### src/rtl/reg_bank.sv
// reg_bank: assembles byte writes from the command decoder into atomically
// committed 32-bit configuration registers, with an optional readback
// serializer built when REG_BANK_READBACK_EN is defined.
module reg_bank #(
  parameter int          NREGS       = 16,
  parameter logic [31:0] RESET_VALUE = 32'h0000_0000
) (
  input  logic                  clk,
  input  logic                  reset_n,
  input  logic                  wr_stb,
  input  logic [7:0]            wr_addr,
  input  logic [7:0]            wr_data,
  output logic [32*NREGS-1:0]   regs_out,
  output logic [NREGS-1:0]      commit_stb,
  output logic [7:0]            reply_data,
  output logic                  reply_valid,
  input  logic                  reply_ready,
  output logic                  busy,
  output logic                  rb_overrun
);

  localparam logic [6:0] NREGS_L = 7'(NREGS);

  logic [5:0]  wr_idx;
  logic [1:0]  wr_lane;
  logic        shadow_en;
  logic        commit_en;
  logic [23:0] shadow;
  logic [31:0] regs [NREGS];

  assign wr_idx    = wr_addr[7:2];
  assign wr_lane   = wr_addr[1:0];
  // Lane-3 addresses never touch the shadow, which also covers 0xFF.
  assign shadow_en = wr_stb && (wr_lane != 2'd3);
  assign commit_en = wr_stb && (wr_lane == 2'd3) && ({1'b0, wr_idx} < NREGS_L);

  // Shared staging bytes for the low three lanes; kept across commits.
  always_ff @(posedge clk or negedge reset_n) begin
    if (!reset_n) begin
      shadow <= '0;
    end else if (shadow_en) begin
      case (wr_lane)
        2'd0:    shadow[7:0]   <= wr_data;
        2'd1:    shadow[15:8]  <= wr_data;
        default: shadow[23:16] <= wr_data;
      endcase
    end
  end

  // Atomic 32-bit commit on a valid lane-3 write, with a one-cycle pulse.
  always_ff @(posedge clk or negedge reset_n) begin
    if (!reset_n) begin
      for (int k = 0; k < NREGS; k++) regs[k] <= RESET_VALUE;
      commit_stb <= '0;
    end else begin
      for (int k = 0; k < NREGS; k++) begin
        commit_stb[k] <= commit_en && (wr_idx == 6'(k));
        if (commit_en && (wr_idx == 6'(k))) regs[k] <= {wr_data, shadow};
      end
    end
  end

  for (genvar g = 0; g < NREGS; g++) begin : g_out
    assign regs_out[32*g +: 32] = regs[g];
  end

`ifdef REG_BANK_READBACK_EN
  typedef enum logic {RB_IDLE, RB_SEND} rb_state_t;

  rb_state_t   rb_state;
  logic [31:0] snap;
  logic [1:0]  cnt;
  logic        rb_req;
  logic [31:0] rb_sel;

  assign rb_req = wr_stb && (wr_addr == 8'hFF);

  function automatic logic [7:0] byte_of(input logic [31:0] w, input logic [1:0] i);
    case (i)
      2'd0:    return w[7:0];
      2'd1:    return w[15:8];
      2'd2:    return w[23:16];
      default: return w[31:24];
    endcase
  endfunction

  // Requested register, or zero for an out-of-range index.
  always_comb begin
    rb_sel = '0;
    for (int k = 0; k < NREGS; k++)
      if (wr_data == 8'(k)) rb_sel = regs[k];
  end

  // Readback serializer: snapshot on request, then stream 4 bytes LSB first.
  always_ff @(posedge clk or negedge reset_n) begin
    if (!reset_n) begin
      rb_state    <= RB_IDLE;
      snap        <= '0;
      cnt         <= '0;
      reply_valid <= 1'b0;
      reply_data  <= '0;
      busy        <= 1'b0;
      rb_overrun  <= 1'b0;
    end else begin
      rb_overrun <= 1'b0;
      case (rb_state)
        RB_IDLE: begin
          if (rb_req) begin
            snap        <= rb_sel;
            cnt         <= '0;
            reply_data  <= rb_sel[7:0];
            reply_valid <= 1'b1;
            busy        <= 1'b1;
            rb_state    <= RB_SEND;
          end
        end
        RB_SEND: begin
          rb_overrun <= rb_req;
          if (reply_ready) begin
            if (cnt == 2'd3) begin
              cnt         <= '0;
              reply_valid <= 1'b0;
              busy        <= 1'b0;
              rb_state    <= RB_IDLE;
            end else begin
              cnt        <= cnt + 2'd1;
              reply_data <= byte_of(snap, cnt + 2'd1);
            end
          end
        end
        default: rb_state <= RB_IDLE;
      endcase
    end
  end
`else
  logic unused_reply_ready;
  assign unused_reply_ready = reply_ready;
  assign reply_data  = 8'h00;
  assign reply_valid = 1'b0;
  assign busy        = 1'b0;
  assign rb_overrun  = 1'b0;
`endif

endmodule

### config.mk
export PLATFORM = sky130hd
export DESIGN_NAME = reg_bank
export DESIGN_NICKNAME = d
export VERILOG_FILES = /design/src/rtl/reg_bank.sv
export SDC_FILE = /design/constraint.sdc
export NUM_CORES = 1
export LEC_CHECK = 0
export CAP_MARGIN = 30
export CORE_UTILIZATION = 40
export DETAILED_ROUTE_END_ITERATION = 8
export HOLD_SLACK_MARGIN = 0.12
export PLACE_DENSITY = 0.71
export SETUP_SLACK_MARGIN = 0.15
export SLEW_MARGIN = 10
export SYNTH_ARGS = -nofsm -noshare
export SYNTH_HDL_FRONTEND = slang
export SYNTH_SLANG_ARGS = --single-unit
### constraint.sdc
create_clock -name clk -period 1.8 [get_ports clk]
set_input_delay 0.18 -clock clk [delete_from_list [all_inputs] [get_ports clk]]
set_output_delay 0.18 -clock clk [all_outputs]
set_load 0.02 [all_outputs]
==> results of run 1 <==
## metrics by stage
stage          hold slack, ns  utilization, %  instance area (sq um)  setup TNS (ns)
6_report                0.317            56.6                  29100               0
5_1_grt                 0.317            56.6                  29100               0
4_1_cts                 0.331            56.1                  28900               0
2_1_floorplan          -0.116               -                  21000               0
3_5_place_dp            0.149            53.7                  27600         -236.86
3_3_place_gp            0.138            53.7                  27600         -226.68
## per-layer routing
layer,global-route usage (%),up-vias
li1,-,5496
met1,30.5,6856
met2,40.3,453
met3,6.60,113
met4,8.55,0
met5,0,-
## worst max-delay path, cell delays in order
cell and delay, ns:
sky130_fd_sc_hd__clkdlybuf4s50_1 0.52, sky130_fd_sc_hd__or4b_4 0.53, sky130_fd_sc_hd__nor3_4 0.15, sky130_fd_sc_hd__buf_4 0.19, sky130_fd_sc_hd__clkbuf_16 0.20, sky130_fd_sc_hd__mux2_4 0.31
## layout make-up
cell class	instances	area, sq um
fillers	4231	22300
flip-flops and latches	552	13800
multi-input cells	578	6530
repair buffers	624	5990
clock buffers	87	1700
well taps	680	851
clock inverters	13	153
inverters	12	45.0
diodes	1	2.50
## kinds of logic (layout without fill, tap and decap cells)
logic type / after synthesis / in the layout / synth area share (%)
DFF: 552 / 552 / 66.3
muxes: 536 / 536 / 29.0
other: 1 / 12 / 0.0180
and+or+nand+nor: 31 / 31 / 1.49
buffers and inverters: 118 / 736 / 3.24
## power groups by stage
stage / combinational (mW) / clock (mW) / sequential [mW]
finish: 3.13 / 11.7 / 14.0
floorplan: 0.952 / 0 / 14.4
global route: 3.31 / 12.4 / 14.1
CTS: 3.07 / 11.9 / 14.1
detailed placement: 3.44 / 0 / 14.3
global placement: 3.39 / 0 / 14.3
## worst max-delay path by stage
| stage | startpoint | endpoint | slack, ns | depth (start not counted) |
|---|---|---|---|---|
| 6_report | wr_addr[0] | regs_out[422] | 0.18 | 6 |
| 5_1_grt | wr_addr[4] | regs_out[219] | 0.15 | 5 |
| 4_1_cts | wr_addr[7] | regs_out[496] | 0.04 | 5 |
| 3_5_place_dp | wr_addr[3] | regs_out[119] | -0.64 | 6 |
| 3_3_place_gp | wr_addr[3] | regs_out[120] | -0.61 | 6 |
| 2_1_floorplan | wr_addr[7] | regs_out[450] | 0.09 | 4 |
## registers in the layout (all words and copies together), names as in the netlist
register / cells
shadow: 24
commit_stb: 16
regs_out: 512
## cells in the mapped netlist (all sizes together)
library cell	n	area share, %
dfrtp	552	66
mux2	536	29
buf	69	2.4
clkbuf	37	0.67
nand3	13	0.67
inv	12	0.22
nor3	4	0.22
nand3b	3	0.11
nor2b	2	0.060
and3	1	0.030
and3b	1	0.042
conb	1	0.018
nand2	1	0.018
nor2	1	0.018
nor3b	1	0.060
nor4b	1	0.11
nor4bb	1	0.048
or4b	1	0.048
or4bb	1	0.054
## repair_timing
action,CTS,global route
pin swaps,0,3
hold endpoints to repair,534,0
resized for setup,506,36
buffers inserted,0,3
setup endpoints to repair,793,254
hold buffers,3,0
cloned,0,2
==> run_results.csv, run 1 <==
group,metric,value,unit
worst_setup_path,critical_path_arrival,2.08,ns
floorplan,io-pin-count,559,
global_routing,global_route_wire_length_before_repair,94400,um
sta,fmax,619,MHz
clock_network,tritoncts,"yes",
final_layout,area_growth_from_synthesis_to_final_layout,39.5,%
floorplan,floorplan.initialDensity,40.5,%
global_routing,number_of_antenna_violations_at_the_first_check_in_global_routing,0,
floorplan,die_h,230,um
final_layout,finalNetCount,1845,
sta,final-max-slew-violation-count,0,
clock_network,cts.sinks,552,
synthesis,post_synth_num_cell_types,25,
power,combPwrFrac,10.9,%
global_routing,grt_pass1_vias,13758,
clock_network,h-tree-depth,2,
drt,dr.pass1.iters,5,
global_routing,grt_start_max_net_pins,81,
min_path,worst_hold_startpoint,"wr_addr[3]",
drt,avgViaCountPerCell,5.07,
synthesis,share_of_synthesized_area_occupied_by_flip_flops_and_latches,66.3,%
drt,wl_per_cell,25.4,um
sta,worst_clock_skew,0.0108,ns
worst_setup_path,cp-end-kind,"flop",
drt,wl_met3,4880,um
power,net-switching-power,7.59,mW
synthesis,postSynthRegisterBits,552,
drt,met2_wirelength,31400,um
synthesis,syn_area,20800,sq um
floorplan,floorplan.die.width,230,um
clock_network,clk_path_buf_depth,3,
sta,finalWorstPathRequiredPeriod,1.62,ns
sta,hold_viol_final,0,
final_layout,layout_cell_share_with_drive_strength_beyond_1,38.0,%
worst_setup_path,timing.setup.critical_path_class,"in -> reg",
power,powerDensity,991,nW/um^2
worst_setup_path,worst_setup_path_start_kind,"primary input",
floorplan,rows,83,
drt,met1_length,26200,um
drt,route.top_layer_used,"met4",
sta,setup_slack,0.185,ns
power,power.share.clock,40.4,%
placed_design,place.detailed.hpwl,43800,um
worst_setup_path,crit-reg2reg-capture,"regs_out[266]",
power,netSwitchingFraction,26.3,%
synthesis,ys_warn_count,0,
sta,post-route-period-util,89.7,%
clock_network,worstSkewPairLatency,0.59,ns
clock_network,cts_inserted_buffers,57,
worst_setup_path,reg2reg_depth,1,
clock_network,root_buffer_cell,"sky130_fd_sc_hd__clkbuf_16",
drt,routed-via-count,12918,
sta,max-slew-margin-rel,32.5,%
power,power.sequential.fraction,48.7,%
worst_setup_path,worst-endpoint-required,2.27,ns
power,p_leak,17.1,nW
floorplan,floorplan.core_area,51400,sq um
power,internal_power,21.2,mW
final_layout,most-common-layout-cells,"552 x sky130_fd_sc_hd__dfrtp_1, 505 x sky130_fd_sc_hd__mux2_2, 500 x sky130_fd_sc_hd__dlygate4sd2_1, 59 x sky130_fd_sc_hd__clkbuf_16, 37 x sky130_fd_sc_hd__buf_4",
power,power,28.8,mW
drt,drt.antenna.violating_nets,0,
floorplan,die_area,53000,sq um
min_path,number_of_stages_on_the_worst_hold_path,4,
clock_network,clkSlewWorstSetupHoldPaths,0.06,ns
synthesis,synth_cells,1238,
sta,setup_viol,0,
sta,slew_at_the_pin_with_the_worst_max_slew_slack,1.01,ns
worst_setup_path,timing.reg2reg.setup_slack,0.41,ns
job,number_of_max_cap_violations,0,
sta,grt_setup_unrepaired,"true",
synthesis,synthesis.area_per_instance,16.8,sq um
placed_design,placed_cells_incl_taps,2436,
power,peakVddDrop,0.913,mV
drt,drt_wl_total,64700,um
global_routing,grt_use_total,24.3,%
placed_design,gp_congestion,0.796,
worst_setup_path,critical_path_peak_fanout,11,
global_routing,grt.overflow.total,0,
run_status,outcome,"finished, final reports clean",
min_path,hold_class,"in -> reg",
drt,drt_iter0_drc,520,
final_layout,layout_commonest_cell,"sky130_fd_sc_hd__dfrtp_1",
drt,remaining_drc_errors,0,
placed_design,buffer_ports.inserted,546,
placed_design,place_ws,-0.637,ns
final_layout,final_cells,2547,
worst_setup_path,worstReg2RegStart,"shadow[10]",
min_path,holdPathEnd,"commit_stb[12]",
Power figures use the tool's default switching activity.
==> run 2: changes to the inputs <==
clock period = 1.5 ns   (was 1.8 ns; I/O delays follow)
==> run 2 against run 1 <==
Critical path depth is 5 lower. Core utilization is 1.1 points lower. Hold slack worse by 0.24 ns. Count of clock-buffer cells in the layout is 8 lower. Final area is 1.9% lower. Largest power group unchanged. Flip-flop and latch count stayed put. Register-to-register slack worse by 0.16 ns. Wire length is 3.6% higher. Clock skew is 0.00058 ns higher. Combinational power is 35% higher. Power is 25% higher.
==> run_results.csv, run 2 (synthesis results as in run 1) <==
group,metric,value,unit
power,power.sequential.fraction,45.9,%
run_status,outcome,"finished, final reports clean",
sta,final-max-slew-violation-count,0,
worst_setup_path,path_delay_family,"flip-flops",
drt,routed-via-count,13211,
power,net-switching-power,9.39,mW
drt,remaining_drc_errors,0,
placed_design,place.detailed.hpwl,46000,um
sta,hold_viol_final,0,
clock_network,holdBufCountCts,2,
power,netSwitchingFraction,26.0,%
placed_design,buffer_ports.inserted,546,
global_routing,global_route_wire_length_before_repair,97200,um
worst_setup_path,cp-end-kind,"output pin",
power,power,36.1,mW
sta,slew_at_the_pin_with_the_worst_max_slew_slack,0.789,ns
drt,dr.pass1.iters,4,
power,powerDensity,1260,nW/um^2
final_layout,final_cells,2615,
power,p_leak,16.0,nW
floorplan,floorplan.core_area,51400,sq um
floorplan,io-pin-count,559,
sta,timing.setup.tns,0,ns
clock_network,clkSlewWorstSetupHoldPaths,0.07,ns
placed_design,gp_congestion,0.810,
drt,wl_per_cell,25.6,um
sta,post-route-period-util,96.2,%
worst_setup_path,worst_path_largest_cell_delay,0.38,ns
global_routing,grt_start_max_net_pins,78,
clock_network,clk_path_buf_depth,3,
final_layout,area_growth_from_synthesis_to_final_layout,36.9,%
drt,drt_wl_total,67000,um
floorplan,floorplan.initialDensity,40.5,%
power,internal_power,26.7,mW
worst_setup_path,worst-endpoint-required,1.35,ns
final_layout,layout_cell_share_with_drive_strength_beyond_1,67.9,%
power,peakVddDrop,0.888,mV
worst_setup_path,crit_slowest_cell,"sky130_fd_sc_hd__dfrtp_1",
sta,grt_setup_unrepaired,"true",
worst_setup_path,timing.critical_path.buf_inv,1,
global_routing,number_of_antenna_violations_at_the_first_check_in_global_routing,13,
sta,setup_slack,0.0574,ns
final_layout,finalCoreUtilization,55.5,%
sta,fmax,693,MHz
final_layout,most-common-layout-cells,"552 x sky130_fd_sc_hd__dfrtp_1, 473 x sky130_fd_sc_hd__mux2_2, 293 x sky130_fd_sc_hd__buf_2, 167 x sky130_fd_sc_hd__clkbuf_2, 84 x sky130_fd_sc_hd__buf_4",
worst_setup_path,timing.setup.critical_path_class,"reg -> out",
floorplan,rows,83,
clock_network,cts.sinks,552,
job,number_of_max_cap_violations,0,
floorplan,die_h,230,um
global_routing,grt_pass1_vias,14093,
final_layout,finalNetCount,1905,
drt,avgViaCountPerCell,5.05,
floorplan,floorplan.die.width,230,um
final_layout,largest_register_ff_count,512,
final_layout,layout_commonest_cell,"sky130_fd_sc_hd__dfrtp_1",
clock_network,cts_inserted_buffers,56,
global_routing,grt.overflow.total,0,
sta,setup_viol,0,
min_path,hold_class,"in -> reg",
power,power.share.clock,42.5,%
sta,finalWorstPathRequiredPeriod,1.44,ns
placed_design,place_ws,-0.806,ns
sta,worst_clock_skew,0.0114,ns
clock_network,h-tree-depth,2,
drt,drt.antenna.violating_nets,0,
placed_design,placed_cells_incl_taps,2471,
clock_network,root_buffer_cell,"sky130_fd_sc_hd__clkbuf_16",
worst_setup_path,critical_path_arrival,1.29,ns
worst_setup_path,crit_path_cell_trace,"dlygate4sd2_1",
sta,max-slew-margin-rel,47.4,%
floorplan,die_area,53000,sq um
worst_setup_path,worst_setup_path_start_kind,"flop",
power,combPwrFrac,11.7,%
clock_network,worstSkewPairLatency,0.60,ns
worst_setup_path,critical_path_peak_fanout,2,
global_routing,grt_use_total,24.9,%
drt,drt_iter0_drc,601,
clock_network,tritoncts,"yes",
-- run 2: changes by cell type in the layout (fill, tap and decap cells not counted), sizes merged, moves of 2 or more --
cell / delta
buf: +407
clkbuf: +161
inv: +5
clkinv: +3
bufinv: +7
clkdlybuf4s50: -6
clkdlybuf4s15: +2
dlymetal6s2s: -24
dlygate4sd2: -487
-- run 2: power by group through the flow --
stage	logic, mW	clock network [mW]	registers [mW]
floorplan	1.20	0	17.3
global placement	4.72	0	16.8
detailed placement	4.79	0	16.8
CTS	4.32	15.6	16.5
global route	4.44	16.1	16.7
finish	4.21	15.3	16.5
-- run 2: path summary, 6_finish.rpt --
check,start,slack [ns],endpoint,depth (start not counted)
max,regs_out[483],0.06,regs_out[483],1
max reg2reg,shadow[22],0.25,regs_out[118],1
min,wr_addr[6],0.08,commit_stb[15],4
min in group asynchronous,reset_n,0.53,regs_out[208],3
min reg2reg,regs_out[156],0.50,regs_out[156],1
max in group asynchronous,reset_n,0.16,regs_out[409],5
-- run 2: through the flow --
stage          hold WS [ns]  instance area (sq um)
3_5_place_dp         0.0257                  28300
4_1_cts               0.184                  28900
5_1_grt              0.0752                  28500
2_1_floorplan        -0.146                  21400
6_report             0.0789                  28500
3_3_place_gp         0.0218                  28300
-- run 2: area by class of cell --
type                            instances  area, sq um
Clock buffer                           79         1650
Timing Repair Buffer                  685         5020
Tap cell                              680          851
Multi-Input combinational cell        578         6740
Inverter                               12         45.0
Fill cell                            4181        22900
Antenna cell                            2         5.00
Sequential cell                       552        13800
Clock inverter                         27          407
-- run 2: what timing repair did --
action / in CTS / in global routing
setup buffers: 23 / 2
hold endpoints to repair: 552 / 2
cloned: 2 / 7
endpoints found under the setup margin: 1040 / 876
pin swaps: 4 / 5
gates resized for setup: 1764 / 355
-- run 2: routing by layer --
layer | part of all wire (%) | up-vias | GRT usage [%]
li1 | - | 5626 | -
met1 | 41 | 6972 | 32.3
met2 | 47 | 473 | 39.6
met3 | 7.7 | 132 | 7.39
met4 | 3.5 | 8 | 8.98
met5 | 0.075 | - | 0
==> run 3: changes to the inputs <==
--- a/constraint.sdc
+++ b/constraint.sdc
@@ -3,2 +3,2 @@
 set_output_delay 0.15 -clock clk [all_outputs]
-set_load 0.02 [all_outputs]
+set_load 0.1 [all_outputs]
==> run 3 against run 2 <==
Fmax up 0.45%. Global-route usage up 2.9 points. Sequential share of layout area is 11 points lower. Largest power group unchanged. Worst setup slack better by 0.0064 ns.
==> run_results.csv, run 3 (synthesis results as in run 1) <==
group,metric,value,unit
worst_setup_path,cp-end-kind,"output pin",
final_layout,most-common-layout-cells,"576 x sky130_fd_sc_hd__buf_12, 543 x sky130_fd_sc_hd__dfrtp_1, 474 x sky130_fd_sc_hd__mux2_2, 231 x sky130_fd_sc_hd__buf_4, 64 x sky130_fd_sc_hd__clkbuf_16",
floorplan,rows,83,
global_routing,number_of_antenna_violations_at_the_first_check_in_global_routing,11,
final_layout,finalNetCount,2061,
clock_network,worstSkewPairLatency,0.62,ns
worst_setup_path,path_delay_family,"flip-flops",
clock_network,clkSlewWorstSetupHoldPaths,0.06,ns
final_layout,stdcell_area,37100,sq um
drt,drt_iter0_drc,707,
worst_setup_path,crit_path_cell_trace,"buf_12",
clock_network,cts_inserted_buffers,56,
final_layout,finalCoreUtilization,72.1,%
final_layout,multi_input_area,6740,sq um
clock_network,cts.sinks,552,
placed_design,gp_congestion,0.790,
sta,worst_clock_skew,0.0324,ns
worst_setup_path,worst-endpoint-required,1.35,ns
drt,wl_per_cell,27.5,um
run_status,outcome,"finished, final reports clean",
global_routing,grt_use_total,27.8,%
power,peakVddDrop,1.01,mV
power,power.share.clock,33.3,%
sta,slew_at_the_pin_with_the_worst_max_slew_slack,0.908,ns
drt,remaining_drc_errors,0,
sta,final-max-slew-violation-count,0,
drt,routed-via-count,14131,
clock_network,h-tree-depth,2,
sta,post-route-period-util,95.7,%
placed_design,placement.cell_area,33500,sq um
floorplan,floorplan.core_area,51400,sq um
power,power.sequential.fraction,40.0,%
placed_design,place_ws,-0.890,ns
power,p_leak,18.2,nW
sta,timing.setup.tns,0,ns
worst_setup_path,instance_count_on_the_critical_path,1,
floorplan,die_area,53000,sq um
final_layout,layout_cell_share_with_drive_strength_beyond_1,71.1,%
final_layout,layout_commonest_cell,"sky130_fd_sc_hd__buf_12",
min_path,hold_class,"in -> async",
worst_setup_path,worst_setup_path_start_kind,"flop",
worst_setup_path,timing.reg2reg.setup_slack,0.16,ns
final_layout,largest_register_ff_count,512,
power,net-switching-power,14.4,mW
global_routing,grt_pass1_vias,15476,
clock_network,root_buffer_cell,"sky130_fd_sc_hd__clkbuf_16",
worst_setup_path,worst_path_largest_cell_delay,0.46,ns
sta,finalWorstPathRequiredPeriod,1.44,ns
worst_setup_path,worstReg2RegStart,"shadow[12]",
sta,grt_setup_unrepaired,"true",
job,number_of_max_cap_violations,0,
clock_network,tritoncts,"yes",
placed_design,place.detailed.hpwl,49900,um
worst_setup_path,critical_path_arrival,1.29,ns
global_routing,grt.overflow.total,0,
sta,timing.hold.ws,0.171,ns
worst_setup_path,timing.critical_path.buf_inv,1,
worst_setup_path,crit_slowest_cell,"sky130_fd_sc_hd__dfrtp_1",
worst_setup_path,reg2reg_depth,1,
global_routing,global_route_wire_length_before_repair,107000,um
floorplan,floorplan.initialDensity,40.5,%
floorplan,floorplan.die.width,230,um
floorplan,die_h,230,um
sta,hold_viol_final,0,
final_layout,register_area,13800,sq um
placed_design,placed_cells_incl_taps,2467,
drt,avgViaCountPerCell,5.11,
worst_setup_path,critical_path_peak_fanout,2,
floorplan,io-pin-count,559,
power,combPwrFrac,26.6,%
placed_design,buffer_ports.inserted,546,
worst_setup_path,worst_setup_path_endpoint,"regs_out[495]",
drt,drt_wl_total,76200,um
drt,drt.antenna.violating_nets,0,
worst_setup_path,crit-reg2reg-capture,"regs_out[140]",
sta,max-slew-margin-rel,39.5,%
final_layout,area_growth_from_synthesis_to_final_layout,77.8,%
power,netSwitchingFraction,34.1,%
clock_network,clk_path_buf_depth,3,
global_routing,grt_start_max_net_pins,85,
worst_setup_path,timing.setup.critical_path_class,"reg -> out",
power,power,42.2,mW
sta,fmax,696,MHz
final_layout,final_cells,2768,
worst_setup_path,worst_setup_path_startpoint,"regs_out[495]",
power,internal_power,27.8,mW
sta,setup_slack,0.0639,ns
sta,setup_viol,0,
power,powerDensity,1140,nW/um^2
final_layout,layout.filler_cells,2935,
drt,dr.pass1.iters,4,
==> run 3: cell types whose count changed in the layout (fill, tap and decap cells not counted), sizes merged, moves of 3 or more <==
cell | before | now
diode | 2 | 5
dlygate4sd2 | 13 | 0
buf | 481 | 816
clkbuf | 251 | 90
clkinv | 11 | 14
bufinv | 10 | 4
inv | 17 | 14
clkdlybuf4s15 | 3 | 0
==> run 3: worst min path at each step <==
stage	from	end	slack (ns)	cells past startpoint
floorplan	reset_n	commit_stb[0]	-0.15	0
global placement	reset_n	regs_out[166]	-0.002	1
detailed placement	reset_n	regs_out[31]	0.001	1
CTS	reset_n	regs_out[170]	0.16	3
global route	reset_n	regs_out[170]	0.19	3
finish	reset_n	regs_out[170]	0.17	3
==> run 3: timing repair <==
action | 4_1_cts | 5_1_grt
buffers inserted | 115 | 69
gates resized for setup | 17 | 22
pin swaps | 5 | 5
setup endpoints to repair | 997 | 870
hold buffers | 2 | 0
endpoints found under the hold margin | 552 | 0
cloned | 3 | 7
==> run 3: layout make-up <==
type,count,area share [%]
antenna,5,0.0338
clock inverter,20,0.581
clock buffer,80,4.35
multi-input combinational,578,18.2
timing repair buffer,841,37.1
sequential,552,37.3
inverter,12,0.122
tap,680,2.30
==> run 3: power groups by stage <==
stage,Combinational [mW],Clock (mW),Sequential (mW)
floorplan,1.31,0,21.5
global placement,10.8,0,17.1
detailed placement,10.9,0,17.1
CTS,11.1,14.2,16.9
global route,11.5,14.8,17.0
finish,11.3,14.1,16.9
==> run 3: routing by layer <==
layer | up-vias | wire length, um | global-route usage (%)
met5 | - | 48 | 0
met4 | 8 | 2860 | 9.15
met3 | 147 | 5630 | 9.21
met2 | 525 | 39000 | 47.6
met1 | 7538 | 28700 | 32.7
li1 | 5913 | - | -
